File: src/rtl/multi_debouncer.sv
// Multi-channel debouncer: per-channel synchroniser, stability counter and
// registered level / rise / fall outputs plus a combined change strobe.
module multi_debouncer #(
  parameter int                  CHANNELS       = 4,
  parameter int                  DEBOUNCE_COUNT = 65_536,
  parameter int                  SYNC_STAGES    = 2,
  parameter logic [CHANNELS-1:0] INIT_VALUE     = {CHANNELS{1'b0}}
) (
  input  logic                sys_clk,
  input  logic                rst,
  input  logic [CHANNELS-1:0] in_sig,
  output logic [CHANNELS-1:0] out_sig,
  output logic [CHANNELS-1:0] rise,
  output logic [CHANNELS-1:0] fall,
  output logic                changed
);

  localparam int CW = (DEBOUNCE_COUNT > 1) ? $clog2(DEBOUNCE_COUNT) : 1;
  localparam logic [CW-1:0] TERM = CW'(DEBOUNCE_COUNT - 1);

  logic [CHANNELS-1:0] level_q;
  logic [CHANNELS-1:0] rise_nxt;
  logic [CHANNELS-1:0] fall_nxt;

  for (genvar i = 0; i < CHANNELS; i++) begin : g_ch
    logic [SYNC_STAGES-1:0] sync_q;
    logic                   p_q;
    logic                   lvl_q;
    logic [CW-1:0]          ctr_q;
    logic                   s;
    logic                   upd;

    assign s   = sync_q[SYNC_STAGES-1];
    // Terminal count with a stable sample: the level is re-sampled this edge.
    assign upd = (s == p_q) && (ctr_q == TERM);

    assign rise_nxt[i] = upd & ~lvl_q &  p_q;
    assign fall_nxt[i] = upd &  lvl_q & ~p_q;
    assign level_q[i]  = lvl_q;

    always_ff @(posedge sys_clk or posedge rst) begin
      if (rst) begin
        sync_q <= {SYNC_STAGES{INIT_VALUE[i]}};
      end else begin
        sync_q[0] <= in_sig[i];
        for (int k = 1; k < SYNC_STAGES; k++) begin
          sync_q[k] <= sync_q[k-1];
        end
      end
    end

    always_ff @(posedge sys_clk or posedge rst) begin
      if (rst) begin
        p_q   <= INIT_VALUE[i];
        lvl_q <= INIT_VALUE[i];
        ctr_q <= '0;
      end else begin
        p_q <= s;
        if (s != p_q) begin
          ctr_q <= '0;
        end else if (ctr_q == TERM) begin
          ctr_q <= '0;
          lvl_q <= p_q;
        end else begin
          ctr_q <= ctr_q + 1'b1;
        end
      end
    end
  end

  assign out_sig = level_q;

  always_ff @(posedge sys_clk or posedge rst) begin
    if (rst) begin
      rise    <= '0;
      fall    <= '0;
      changed <= 1'b0;
    end else begin
      rise    <= rise_nxt;
      fall    <= fall_nxt;
      changed <= |(rise_nxt | fall_nxt);
    end
  end

endmodule

File: config.mk
export PLATFORM = sky130hd
export DESIGN_NAME = multi_debouncer
export DESIGN_NICKNAME = d
export VERILOG_FILES = /design/src/rtl/multi_debouncer.sv
export SDC_FILE = /design/constraint.sdc
export NUM_CORES = 1
export LEC_CHECK = 0
export ABC_AREA = 1
export BUFFER_PORTS_ARGS = -buffer_cell sky130_fd_sc_hd__buf_4
export CAP_MARGIN = 5
export CORE_MARGIN = 1.5
export CORE_UTILIZATION = 31
export DETAILED_ROUTE_END_ITERATION = 7
export SETUP_SLACK_MARGIN = 0.5
export SLEW_MARGIN = 20
export SYNTH_ARGS = -nofsm -noshare
export SYNTH_HDL_FRONTEND = slang
export SYNTH_SLANG_ARGS = --single-unit
File: constraint.sdc
create_clock -name sys_clk -period 5.73 [get_ports sys_clk]
set_input_delay 0 -clock sys_clk [delete_from_list [all_inputs] [get_ports sys_clk]]
set_output_delay 0 -clock sys_clk [all_outputs]
set_load 0.05 [all_outputs]
Yosys cells after proc, flatten, opt, wreduce, memory -nomap -nowiden:

Cells that the tools add are included.

* bits in registers: 89
* bits of input ports: 6
* output and inout port bits: 13
* word-level logic and storage cells: 81

* add/sub/neg operators: 4
* eq/ne operators: 12
* mux-type cells: 8
* bitwise logic cells: 29
* reduce and logical (&&, ||, !) cells: 9

Operators by type and width (number)
* $mux W16: 8
* $add A16 B1 Y16 const B: 4
* $eq A16 B16 Y1 const B: 4
* $and A1 B1 Y1: 16
* $not A1 Y1: 12
* $reduce_and A2 Y1: 4
* $eq A1 B1 Y1: 4
* $logic_and A1 B1 Y1: 4
* $ne A1 B1 Y1: 4
* $or A4 B4 Y4: 1
* $reduce_or A4 Y1: 1

Depth between registers and ports, before layout:

* word-level depth: 6
* gate-level depth with buffers: 10
* depth with buffers taken out: 10

Worst setup path before layout:

No wires, ideal clock.

* kind: reg-to-reg
* start: register g_ch[2].ctr_q[0]
* end: register g_ch[2].ctr_q[12]
* setup time: 0.126 ns
* arrival time: 1.296 ns
* required time: 5.604 ns
* path slack: 4.309 ns
* cell stages (with the launch flop): 11
* buffers on the path: 0
* clock period less this slack: 1.421 ns
* cells stage by stage: dfrtp_1 ha_1 nand2_1 nor2_2 nand2_2 nor2_4 nand2_2 nand2_4 inv_2 o21ai_2 a21oi_1

* cells in the longest elaborated chain, start to end: 3
* elaborated cells between the ends (all ways): 4
* those cells by class: add/sub (1); eq/ne (1); mux (2)

Ends and longest elaborated chain
* start: declaration: RTL line 29 `logic [CW-1:0] ctr_q;`
* start signal: assignment: RTL line 65 `ctr_q <= ctr_q + 1'b1;`
* $add A16 B1 Y16 or $eq A16 B16 Y1 (tied branches): RTL line 65, 61
* $mux W16 (*): RTL line 61 `end else if (ctr_q == TERM) begin`
* $mux W16 (*): RTL line 59 `if (s != p_q) begin`

Mark *: on every way between the ends. The rest lies on a longest branch, timed or not.
A chain may end at the register's enable or synchronous reset.

Worst setup path after layout:

Same ends and word-level chain as after synthesis.

==> flow_metrics.env <==
export IMPL_synth_top_family_by_area="simple AND/OR/NAND/NOR gates"
export IMPL_tightest_slew_ns=0.789
export IMPL_cp_slowest_stage_delay_ns=0.37
export IMPL_timing_worst_setup_path_type="flop to flop"
export IMPL_ioPinCount=19
export IMPL_r2r_setup_slack_ns=4.12
export IMPL_crit_path_end="g_ch[2].ctr_q[12]"
export IMPL_grt_setup_unrepaired="false"
export IMPL_synth_cells=459
export IMPL_leakage_nw=2.24
export IMPL_ys_seq_area_share_pct=53.8
export IMPL_drt_first_pass_iters=4
export IMPL_powerDensity_nw_per_um2=263
export IMPL_fmax_ghz=0.622
export IMPL_cpMostUsedCell="nand2_2"
export IMPL_synth_area_per_cell_um2=9.01
export IMPL_fin_crit_sh_pct=28.1
export IMPL_ctsResizeCount=0
export IMPL_synth_area_top_cells="dfrtp_1, nand2_1, nor2_1"
export IMPL_synth_xor_area_share_pct=3.60
export IMPL_synth_distinct_cells=33
export IMPL_final_nets=500
export IMPL_cts_sinks=89
export IMPL_grt_pass1_vias=2977
export IMPL_syn_to_final_growth_pct=16.2
export IMPL_pre_cts_ws_ns=4.11
export IMPL_vias=2945
export IMPL_grt_antenna_before_repair=0
export IMPL_worstHoldPathCells=2
export IMPL_fillCellCount=1353
export IMPL_vdd_drop_max_v=0.000136
export IMPL_fp_coreArea_um2=13100
export IMPL_setup_tns_ns=0
export IMPL_numCtsBuffers=9
export IMPL_grt_max_degree=47
export IMPL_die_x_um=119
export IMPL_ys_warn_count=0
export IMPL_status="complete, no violations"
export IMPL_layout_drive_gt1_share_pct=17.0
export IMPL_cts_hold_buffers=5
export IMPL_crit_path_cell_trace="ha_1 > nand2_1 > nor2_2 > nand2_2 > nor2_4 > nand2_2 > nand2_4 > inv_2 > o21ai_2 > a21oi_1"
export IMPL_cts_tree="built"
export IMPL_cts_root_buf="clkbuf_16"
export IMPL_io_buffers=18
export IMPL_dp_hpwl_um=5470
export IMPL_synth_compound_area_share_pct=6.89
export IMPL_slowest_stage="dfrtp_1"
export IMPL_crit_path_max_fanout=8
export IMPL_crit_start="g_ch[2].ctr_q[0]"
export IMPL_drv_cap=0
export IMPL_viasPerCell=4.39
export IMPL_hold_slack_ns=0.304
export IMPL_diodes=0
export IMPL_min_period_ns=1.61
export IMPL_fin_ws_ns=4.12
export IMPL_muxShareOfSynthArea_pct=0
export IMPL_htree_levels=3
export IMPL_antenna_left=0
export IMPL_cp_data_required_time_ns=5.95
export IMPL_syn_nets=469
export IMPL_regToRegStartpoint="g_ch[2].ctr_q[0]"
export IMPL_hold_path_class="input port to flop"
export IMPL_track_usage_pct=12.0
export IMPL_maxSlewHeadroom_pct=47.3
export IMPL_multiInputGateArea_um2=1640
export IMPL_fp_row_count=42
export IMPL_regArea_um2=2230
export IMPL_routedWlPerCell_um=11.2
export IMPL_finClkSkew_ns=0.00691
export IMPL_cts_setup_buffers=0
export IMPL_clockBufferDepth=2
export IMPL_grt_overflow=0
export IMPL_mappedNetlistArea_um2=4140
export IMPL_netlist_area_leader_share_pct=53.8
export IMPL_yosys_area_top_type="dfrtp_1"
export IMPL_die_area_um2=14000
export IMPL_clk_pin_slew_ns=0.07
export IMPL_startpoint_type="flop"
export IMPL_rr_worst_depth=10
export IMPL_start_util_pct=31.5
export IMPL_place_gp_congestion=0.805
export IMPL_setup_viol=0
export IMPL_grt_pass1_wl_um=13600
export IMPL_end_kind="flop"
export IMPL_r2r_end="g_ch[2].ctr_q[12]"
export IMPL_synth_simple_gate_area_share_pct=27.9
export IMPL_clk_latency_ns=0.34
export IMPL_drt_iter0_markers=160
export IMPL_dieHeight_um=119
export IMPL_synthAdderAreaFrac_pct=1.21
export IMPL_drc=0
export IMPL_hold_viol=0
export IMPL_wl_um=7510
export IMPL_ys_seq_elements=89
export IMPL_slew_viol_final=0
export IMPL_cp_data_arrival_time_ns=1.83
through the flow:
step	utilization (%)	std cells	instance area [µm²]	power [W]
final	36.6	671	4810	0.00127
after detailed placement	34.0	650	4470	0.000714
after global placement	34.0	650	4470	0.000712
after CTS	36.6	671	4810	0.00129
after floorplan	-	459	4140	0.000698
after global routing	36.6	671	4810	0.00133
worst min-delay path by stage:
stage | from | endpoint | slack (ns)
2_1_floorplan | in_sig[0] | g_ch[0].sync_q[0] | 0.03
3_3_place_gp | in_sig[3] | g_ch[3].sync_q[0] | 0.11
3_5_place_dp | in_sig[3] | g_ch[3].sync_q[0] | 0.11
4_1_cts | in_sig[3] | g_ch[3].sync_q[0] | 0.30
5_1_grt | in_sig[3] | g_ch[3].sync_q[0] | 0.31
6_report | in_sig[0] | g_ch[0].sync_q[0] | 0.30
metal layers:
| metal | vias to the layer above | share of wire [%] | global-route usage [%] |
|---|---|---|---|
| li1 | 1522 | - | - |
| met1 | 1385 | 48 | 15.8 |
| met2 | 26 | 47 | 18.7 |
| met3 | 12 | 3.2 | 3.43 |
| met4 | 0 | 1.8 | 4.67 |
| met5 | - | 0 | 0 |
flip-flops by register name (all words and copies together), names as in the netlist:
register and cells:
g_ch.lvl_q 4, fall 4, g_ch.p_q 4, rise 4, g_ch.ctr_q 64, changed 1, g_ch.sync_q 8
power breakdown:
group	internal [W]	switching (W)	leakage, nW
clock network	0.000311	0.000253	0.144
logic	0.0000175	0.0000376	0.893
registers	0.000640	0.00000729	1.21
total	0.000969	0.000298	2.24
logic make-up (layout without fill, tap and decap cells):
family                     count (synthesis)  after routing
and+or+nand+nor                          232            232
adders and majority gates                  4              4
DFF                                       89             89
xor gates and xnor gates                  17             17
buffers and inverters                     68            104
AOI/OAI and AO/OA                         49             49
layout make-up:
class                           count  share of cell area (%)
Tap cell                          176                    4.58
Clock buffer                       10                    4.97
Multi-Input combinational cell    302                    34.1
Timing Repair Buffer               24                    4.01
Inverter                           64                    5.07
Sequential cell                    89                    46.3
Clock inverter                      6                    1.01
cell usage in the layout, fill, tap and decap left out, types with 12 or more instances in the layout:
| master | n |
|---|---|
| nor2_2 | 15 |
| o21ai_0 | 12 |
| a21oi_1 | 21 |
| nor2_1 | 65 |
| inv_1 | 61 |
| nand3_1 | 21 |
| nor3_1 | 13 |
| dfrtp_1 | 89 |
| xor2_1 | 12 |
| nand2_1 | 70 |
| buf_4 | 19 |
Yosys cell counts (all sizes together):
| library cell | number |
|---|---|
| nor3b | 11 |
| o211a | 1 |
| a31oi | 3 |
| inv | 64 |
| xor2 | 12 |
| nand2 | 81 |
| a21oi | 22 |
| a21boi | 1 |
| nor4 | 1 |
| nor3 | 14 |
| nand4 | 11 |
| ha | 4 |
| buf | 4 |
| dfrtp | 89 |
| nor2 | 86 |
| a211oi | 1 |
| xnor2 | 5 |
| or2 | 4 |
| nand3 | 24 |
| o21ai | 21 |
critical path, delay by kind of cell, from the launching register on:
family,cells,cell delay [ns]
buffers and inverters,1,0.08
adders and majority gates,1,0.17
DFF,1,0.37
and+or+nand+nor,6,0.75
AOI/OAI and AO/OA,2,0.11
Note: power is estimated with default switching activity, not from simulation.
